==> src/rtl/pong_pkg.sv <==
// pong_pkg: shared state encoding, screen geometry and BCD helper for the pong design
package pong_pkg;
  typedef enum logic [2:0] {
    ST_IDLE  = 3'd0,
    ST_SERVE = 3'd1,
    ST_PLAY  = 3'd2,
    ST_MISS  = 3'd3,
    ST_OVER  = 3'd4
  } state_t;
  localparam int PADDLE_Y         = 27 * 16;
  localparam int MISS_Y_DEF       = 472;
  localparam int SERVE_X_DEF      = 312;
  localparam int SERVE_Y_DEF      = 64;
  localparam int LIVES_DEF        = 3;
  localparam int SERVE_FRAMES_DEF = 60;
  localparam int MISS_FRAMES_DEF  = 90;
  // three-digit BCD increment that sticks at 999
  function automatic logic [11:0] bcd3_inc(input logic [11:0] v);
    return (v == 12'h999)      ? v :
           (v[3:0] != 4'd9)    ? v + 12'd1 :
           (v[7:4] != 4'd9)    ? {v[11:8], v[7:4] + 4'd1, 4'd0} :
                                 {v[11:8] + 4'd1, 8'h00};
  endfunction
endpackage

==> src/rtl/bcd_counter3.sv <==
// bcd_counter3: saturating three-digit BCD score counter with clear
module bcd_counter3
  import pong_pkg::*;
(
  input  logic        clk,
  input  logic        reset,
  input  logic        i_inc,
  input  logic        i_clr,
  output logic [11:0] o_bcd
);
  logic [11:0] r_bcd;
  always_ff @(posedge clk) begin
    if (reset || i_clr) r_bcd <= 12'h000;
    else if (i_inc) r_bcd <= bcd3_inc(r_bcd);
  end
  assign o_bcd = r_bcd;
endmodule

==> src/rtl/pong_game_ctrl.sv <==
// pong_game_ctrl: frame-counted game-flow sequencer owning serve, play, miss, score and lives
module pong_game_ctrl
  import pong_pkg::*;
#(
  parameter int LIVES        = LIVES_DEF,
  parameter int SERVE_FRAMES = SERVE_FRAMES_DEF,
  parameter int MISS_FRAMES  = MISS_FRAMES_DEF,
  parameter int MISS_Y       = MISS_Y_DEF,
  parameter int SERVE_X      = SERVE_X_DEF,
  parameter int SERVE_Y      = SERVE_Y_DEF
) (
  input  logic        clk,
  input  logic        reset,
  input  logic        frame_tick,
  input  logic        start_btn,
  input  logic        paddle_hit,
  input  logic [8:0]  ball_y,
  output logic        ball_run,
  output logic        ball_load,
  output logic [9:0]  ball_init_x,
  output logic [8:0]  ball_init_y,
  output logic [11:0] score_bcd,
  output logic [2:0]  lives,
  output logic        flash,
  output logic [2:0]  game_state
);
  localparam logic [7:0] SERVE_LAST = 8'(SERVE_FRAMES - 1);
  localparam logic [7:0] MISS_LAST  = 8'(MISS_FRAMES - 1);
  state_t     r_state;
  logic [7:0] r_cnt;
  logic [2:0] r_lives;
  logic       r_start_d, r_run, r_load, r_flash;
  logic       w_start_edge, w_hit, w_clr;
  logic [7:0] w_cnt_inc;
  assign w_start_edge = start_btn & ~r_start_d;
  assign w_hit        = paddle_hit & (r_state == ST_PLAY);
  assign w_clr        = start_btn & (r_state == ST_IDLE);
  assign w_cnt_inc    = r_cnt + 8'd1;
  bcd_counter3 u_score (
    .clk   (clk),
    .reset (reset),
    .i_inc (w_hit),
    .i_clr (w_clr),
    .o_bcd (score_bcd)
  );
  always_ff @(posedge clk) begin
    if (reset) begin
      r_state   <= ST_IDLE;
      r_cnt     <= 8'd0;
      r_lives   <= 3'(LIVES);
      r_start_d <= 1'b0;
      r_run     <= 1'b0;
      r_load    <= 1'b0;
      r_flash   <= 1'b0;
    end else begin
      r_start_d <= start_btn;
      r_load    <= 1'b0;
      case (r_state)
        ST_IDLE: if (start_btn) begin
          r_state <= ST_SERVE;
          r_lives <= 3'(LIVES);
          r_load  <= 1'b1;
          r_cnt   <= 8'd0;
        end
        ST_SERVE: if (w_start_edge || (frame_tick && r_cnt == SERVE_LAST)) begin
          r_state <= ST_PLAY;
          r_run   <= 1'b1;
          r_cnt   <= 8'd0;
        end else if (frame_tick) r_cnt <= w_cnt_inc;
        ST_PLAY: if (frame_tick && ball_y >= 9'(MISS_Y)) begin
          r_state <= ST_MISS;
          r_run   <= 1'b0;
          if (r_lives != 3'd0) r_lives <= r_lives - 3'd1;
        end
        ST_MISS: if (frame_tick) begin
          if (r_cnt == MISS_LAST) begin
            r_cnt   <= 8'd0;
            r_flash <= 1'b0;
            r_state <= (r_lives == 3'd0) ? ST_OVER : ST_SERVE;
            r_load  <= (r_lives != 3'd0);
          end else begin
            r_cnt   <= w_cnt_inc;
            r_flash <= w_cnt_inc[3];
          end
        end
        ST_OVER: if (w_start_edge) r_state <= ST_IDLE;
        default: r_state <= ST_IDLE;
      endcase
    end
  end
  assign ball_run    = r_run;
  assign ball_load   = r_load;
  assign ball_init_x = 10'(SERVE_X);
  assign ball_init_y = 9'(SERVE_Y);
  assign lives       = r_lives;
  assign flash       = r_flash;
  assign game_state  = r_state;
endmodule
==> config.mk <==
export PLATFORM = sky130hd
export DESIGN_NAME = pong_game_ctrl
export DESIGN_NICKNAME = d
export VERILOG_FILES = /design/src/rtl/pong_pkg.sv /design/src/rtl/bcd_counter3.sv /design/src/rtl/pong_game_ctrl.sv
export SDC_FILE = /design/constraint.sdc
export NUM_CORES = 1
export LEC_CHECK = 0
export ABC_CLOCK_PERIOD_IN_PS = 3400
export CORE_ASPECT_RATIO = 0.6
export CORE_UTILIZATION = 53
export CTS_CLUSTER_DIAMETER = 30
export DETAILED_ROUTE_END_ITERATION = 10
export GPL_TIMING_DRIVEN = 1
export MAX_ROUTING_LAYER = met4
export PLACE_DENSITY = 0.87
export SYNTH_ARGS = -nofsm -noshare
export SYNTH_HDL_FRONTEND = slang
export SYNTH_HIERARCHICAL = 1
export SYNTH_SLANG_ARGS = --single-unit
==> constraint.sdc <==
create_clock -name clk -period 3.4 [get_ports clk]
set_input_delay 0.68 -clock clk [delete_from_list [all_inputs] [get_ports clk]]
set_output_delay 0.68 -clock clk [all_outputs]
set_load 0.02 [all_outputs]
## Word-level counts from Yosys, hierarchy flattened

Cells that the tools add are included.

- Register bits after elaboration: 30
- Input port bits: 14
- Output and inout bits: 40
- Word-level logic and storage cells: 83

- Add/subtract/negate cells: 5
- Order comparisons: 1
- Equality and inequality tests: 18
- Muxes and demuxes: 28
- Bitwise logic cells: 5
- Reductions and logical operators: 17

Operator list:

| cell | number |
|---|---|
| two-way mux 8 bit | 5 |
| two-way mux 3 bit | 10 |
| two-way mux 12 bit | 2 |
| one-hot mux 8 bit (3 select lines) | 1 |
| one-hot mux 3 bit (5 select lines) | 1 |
| adder 12 x 1 -> 12 bit (second input constant) | 1 |
| equality test 12 bit (second input constant) | 1 |
| inequality test 2 bit (second input constant) | 5 |
| >= comparator 9 bit (second input constant) | 1 |
| adder 4 x 1 -> 4 bit (second input constant) | 2 |
| adder 8 x 1 -> 8 bit (second input constant) | 1 |
| equality test 8 x 6 -> 1 bit (second input constant) | 1 |
| equality test 8 x 7 -> 1 bit (second input constant) | 1 |
| inequality test 4 bit (second input constant) | 2 |
| AND reduction 4 bit | 2 |
| equality test 3 x 2 -> 1 bit (second input constant) | 2 |
| logical NOT 3 bit | 2 |
| two-way mux 1 bit | 6 |
| inequality test 2 x 1 -> 1 bit (second input constant) | 3 |
| one-hot mux 3 bit (2 select lines) | 1 |
| AND reduction 3 bit | 2 |
| AND reduction 6 bit | 1 |
| nonzero test 3 bit | 2 |
| one-hot mux 1 bit (2 select lines) | 2 |
| other kinds (10) | 17 |

## Longest topological paths before layout

- Depth after elaboration: 5
- Depth in mapped cells: 8

## Hierarchy

The synthesis kept the hierarchy.

Modules (own cells, without submodules):

| module | times used | cells an instance | area an instance (um^2) | seq. area each (um^2) |
|---|---|---|---|---|
| pong_game_ctrl | 1 | 154 | 1246.2 | 360.3 |
| bcd_counter3 | 1 | 103 | 858.3 | 240.2 |

## Least setup slack after synthesis

OpenSTA, ideal clock, no wires.

- Path kind: register to register
- From: register r_state[0], in the netlist game_state[0]
- To: register u_score.r_bcd[1], in the netlist u_score/o_bcd[1]
- Library setup time: 0.071 ns
- Arrival: 2.007 ns
- Slack: 1.322 ns
- Stages on the path, launching flop included: 9
- Path buffers: 2
- Cells stage by stage: dfxtp_1 -> buf_2 -> nor3b_1 -> and2_1 -> clkbuf_1 -> o31a_4 -> nand2_1 -> a211o_1 -> a21oi_1

- Cells in the longest elaborated chain, start to end: 3

Ends and longest elaborated chain:

| what | line | source |
|---|---|---|
| start: declaration | pong_game_ctrl.sv:29 | `state_t r_state;` |
| start signal: assignment | pong_game_ctrl.sv:79 | `r_state <= (r_lives == 3'd0) ? ST_OVER : ST_SERVE;` |
| equality test 3 x 2 -> 1 bit | pong_game_ctrl.sv:36 | `assign w_hit = paddle_hit & (r_state == ST_PLAY);` |
| bitwise AND 1 bit | pong_game_ctrl.sv:36 |  |
| named net w_hit | pong_game_ctrl.sv:33 | `logic w_start_edge, w_hit, w_clr;` |
| AND reduction 2 bit (no source line) | - |  |
| end signal: assignment | bcd_counter3.sv:14 | `else if (i_inc) r_bcd <= bcd3_inc(r_bcd);` |
| end: declaration | bcd_counter3.sv:11 | `logic [11:0] r_bcd;` |

The timed path passes the listed nets, and every way through them passes these cells.
A chain may end at the register's enable or synchronous reset.

## Worst setup path after layout

- From: register r_state[1], in the netlist game_state[1]
- To: register u_score.r_bcd[1], in the netlist u_score/o_bcd[1]

Same word-level chain as after synthesis.

==> flow_metrics.env <==
export IMPL_antenna_found_initial=0
export IMPL_cts_resized=0
export IMPL_async_reset_ff_frac=0
export IMPL_cp_required_ns=3.62
export IMPL_p_leak_nw=0.864
export IMPL_cp_start_kind="flip-flop"
export IMPL_seqPwrFrac=0.365
export IMPL_yosysTopAreaCellShare=0.285
export IMPL_clk_latency_ns=0.29
export IMPL_die_y_um=50.8
export IMPL_tritoncts="done"
export IMPL_numCtsBuffers=5
export IMPL_synth_area_um2=2100
export IMPL_ios=54
export IMPL_clock_skew_ns=0.00446
export IMPL_tightest_slew_ns=0.629
export IMPL_ys_seq_elements=30
export IMPL_cp_slowest_cell="dfxtp_1"
export IMPL_syn_area_per_cell_um2=8.19
export IMPL_cp_cell_sequence="nor3b_1 -> and2_1 -> o31a_4 -> nand2_1 -> a211o_1 -> a21oi_1"
export IMPL_total_power_mw=1.27
export IMPL_synth_edf_count=0
export IMPL_place_inst=320
export IMPL_end_kind="flip-flop"
export IMPL_final_cell_mix="clkdlybuf4s50_1, dfxtp_1, nand2_1"
export IMPL_critical_path_peak_fanout=14
export IMPL_p_sw_uw=514
export IMPL_fin_area_um2=2430
export IMPL_r2r_end="u_score/o_bcd[1]"
export IMPL_clockPowerShare=0.237
export IMPL_portBuffers=31
export IMPL_period_share=0.743
export IMPL_dp_hpwl_mm=3.27
export IMPL_syn2layout_area_growth_pct=15.3
export IMPL_gp_congestion=0.900
export IMPL_hp_class="reg2reg"
export IMPL_diodes=0
export IMPL_r2r_worst_path_cells=6
export IMPL_cts_setup_buffers=0
export IMPL_ys_warn_count=6
export IMPL_nNetsFinal=300
export IMPL_max_freq_ghz=0.396
export IMPL_hp_start="r_cnt[1]"
export IMPL_min_to="r_cnt[1]"
export IMPL_wirelength_mm=4.69
export IMPL_critPathKind="reg2reg"
export IMPL_rsz0062_at_grt="no"
export IMPL_drt_drc_violations_left=0
export IMPL_clk_pin_slew_ns=0.07
export IMPL_r2r_start="game_state[1]"
export IMPL_grt_pass1_wl_mm=7.65
export IMPL_grt_use_total=0.233
export IMPL_min_path_cells=2
export IMPL_rows=17
export IMPL_yosysSeqAreaShare=0.285
export IMPL_drive_gt1_frac=0.0925
export IMPL_dr_pass1_iters=5
export IMPL_vdd_drop_max_mv=0.443
export IMPL_netSwitchingFraction=0.404
export IMPL_comb_power_share=0.398
export IMPL_die_w_um=83.4
export IMPL_ys_flop_type="dfxtp_1"
export IMPL_ys_types=66
export IMPL_slew_headroom=0.580
export IMPL_placed_area_um2=2340
export IMPL_cp_num_buf_inv=0
export IMPL_p_int_uw=758
export IMPL_htree_levels=2
export IMPL_finalSetupViolCount=0
export IMPL_rrSetupSlack_ns=0.88
export IMPL_outcome="completed"
export IMPL_arrival_ns=2.74
export IMPL_p_per_area_nw_per_um2=524
export IMPL_wl_per_cell_um=14.3
export IMPL_die_area_um2=4240
export IMPL_fin_tns_setup_ns=0
export IMPL_cts_hold_buf=0
export IMPL_cp_top_family="simple AND/OR/NAND/NOR gates"
export IMPL_drtAntennaViolNets=0
export IMPL_vias_per_cell=5.96
export IMPL_final_common_cell="clkdlybuf4s50_1"
export IMPL_vias=1956
export IMPL_cts_sinks=30
export IMPL_hold_viol=0
export IMPL_grt_ovfl_total=0
export IMPL_fin_cells=328
export IMPL_clockBufferDepth=2
export IMPL_dr_first_iter_drc_count=112
export IMPL_coreArea_um2=3740
export IMPL_grt_max_degree=20
export IMPL_cts_root_buf="clkbuf_8"
export IMPL_nFillCells=327
export IMPL_slowest_delay_ns=0.68
export IMPL_grt_pass1_vias=1695
export IMPL_yosysTopAreaCell="dfxtp_1"
export IMPL_whs_ns=0.511
export IMPL_start_util=0.562
export IMPL_finalMaxSlewViolations=0
export IMPL_synthCells=257
export IMPL_drv_cap=0
export IMPL_period_minus_slack_ns=2.52
export IMPL_ys_top_cells_by_area="dfxtp_1, buf_4, nand2_1"
power by group through the flow:
stage | Sequential, mW | Combinational, mW | Clock, mW
2_1_floorplan | 0.463 | 0.389 | 0
3_3_place_gp | 0.466 | 0.488 | 0
3_5_place_dp | 0.469 | 0.497 | 0
4_1_cts | 0.462 | 0.500 | 0.310
5_1_grt | 0.469 | 0.547 | 0.325
6_report | 0.464 | 0.506 | 0.302
cells in the mapped netlist (4+ instances only):
cell type  instances
buf_2              8
dfxtp_1           30
ha_1               6
a31oi_1            9
nor2_1            13
xnor2_1            6
nor3_1             4
clkbuf_1           5
buf_4             20
or4_1              6
inv_1             11
o21ai_1            6
nand2_1           26
nand3_1           13
a21o_1             4
nand4_1            4
a21oi_1           17
final cells by class:
cell class                 instances  area, um2  share of cell area
multi-input combinational        200       1320               0.543
sequential                        30        601               0.247
timing repair buffer              32        318               0.131
clock buffer                       7       86.3              0.0356
tap                               47       58.8              0.0242
inverter                          11       41.3              0.0170
clock inverter                     1       5.00             0.00206
state kept, by name (all words and copies together) (netlist names):
signal and count:
flash 1, u_score/o_bcd 12, r_start_d 1, game_state 3, ball_run 1, ball_load 1
r_cnt 8, lives 3
worst max-delay path by stage:
stage                     cells after the start                to  slack (ns)           from
after floorplan                               8  u_score/o_bcd[1]        1.32  game_state[0]
after global placement                        6     game_state[2]        0.76     frame_tick
after detailed placement                      6     game_state[2]        0.70     frame_tick
after CTS                                     6  u_score/o_bcd[1]        0.96  game_state[1]
after global routing                          6  u_score/o_bcd[1]        0.70  game_state[1]
final                                         6  u_score/o_bcd[1]        0.88  game_state[1]
logic make-up after synthesis:
logic type               count (synthesis)  synth area share
other                                    2           0.00357
adder cells (fa/ha/maj)                  6            0.0357
flip-flops                              30             0.285
AND/OR/NAND/NOR                        102             0.305
buffers and inverters                   44             0.119
AO/OA/AOI/OAI                           64             0.214
XOR/XNOR                                 9            0.0375
per-layer routing:
layer	part of all wire	track usage	routed length [um]	vias up
met1	0.46	0.298	2160	920
li1	-	-	-	935
met2	0.45	0.362	2120	98
met3	0.079	0.0582	371	3
met4	0.0062	0.0862	29	0
met5	0	-	0	-
per-stage QoR:
| step | util | setup slack, ns |
|---|---|---|
| 6_report | 0.648 | 0.875 |
| 5_1_grt | 0.648 | 0.699 |
| 4_1_cts | 0.648 | 0.962 |
| 3_5_place_dp | 0.624 | 0.703 |
| 3_3_place_gp | 0.624 | 0.755 |
| 2_1_floorplan | - | 1.32 |
worst register-to-register path, stage by stage, from the launching register on:
cell and delay (ns):
dfxtp_1 0.68, nor3b_1 0.60, and2_1 0.46, o31a_4 0.24, nand2_1 0.07, a211o_1 0.29
a21oi_1 0.11
(Power assumes the default switching activity.)
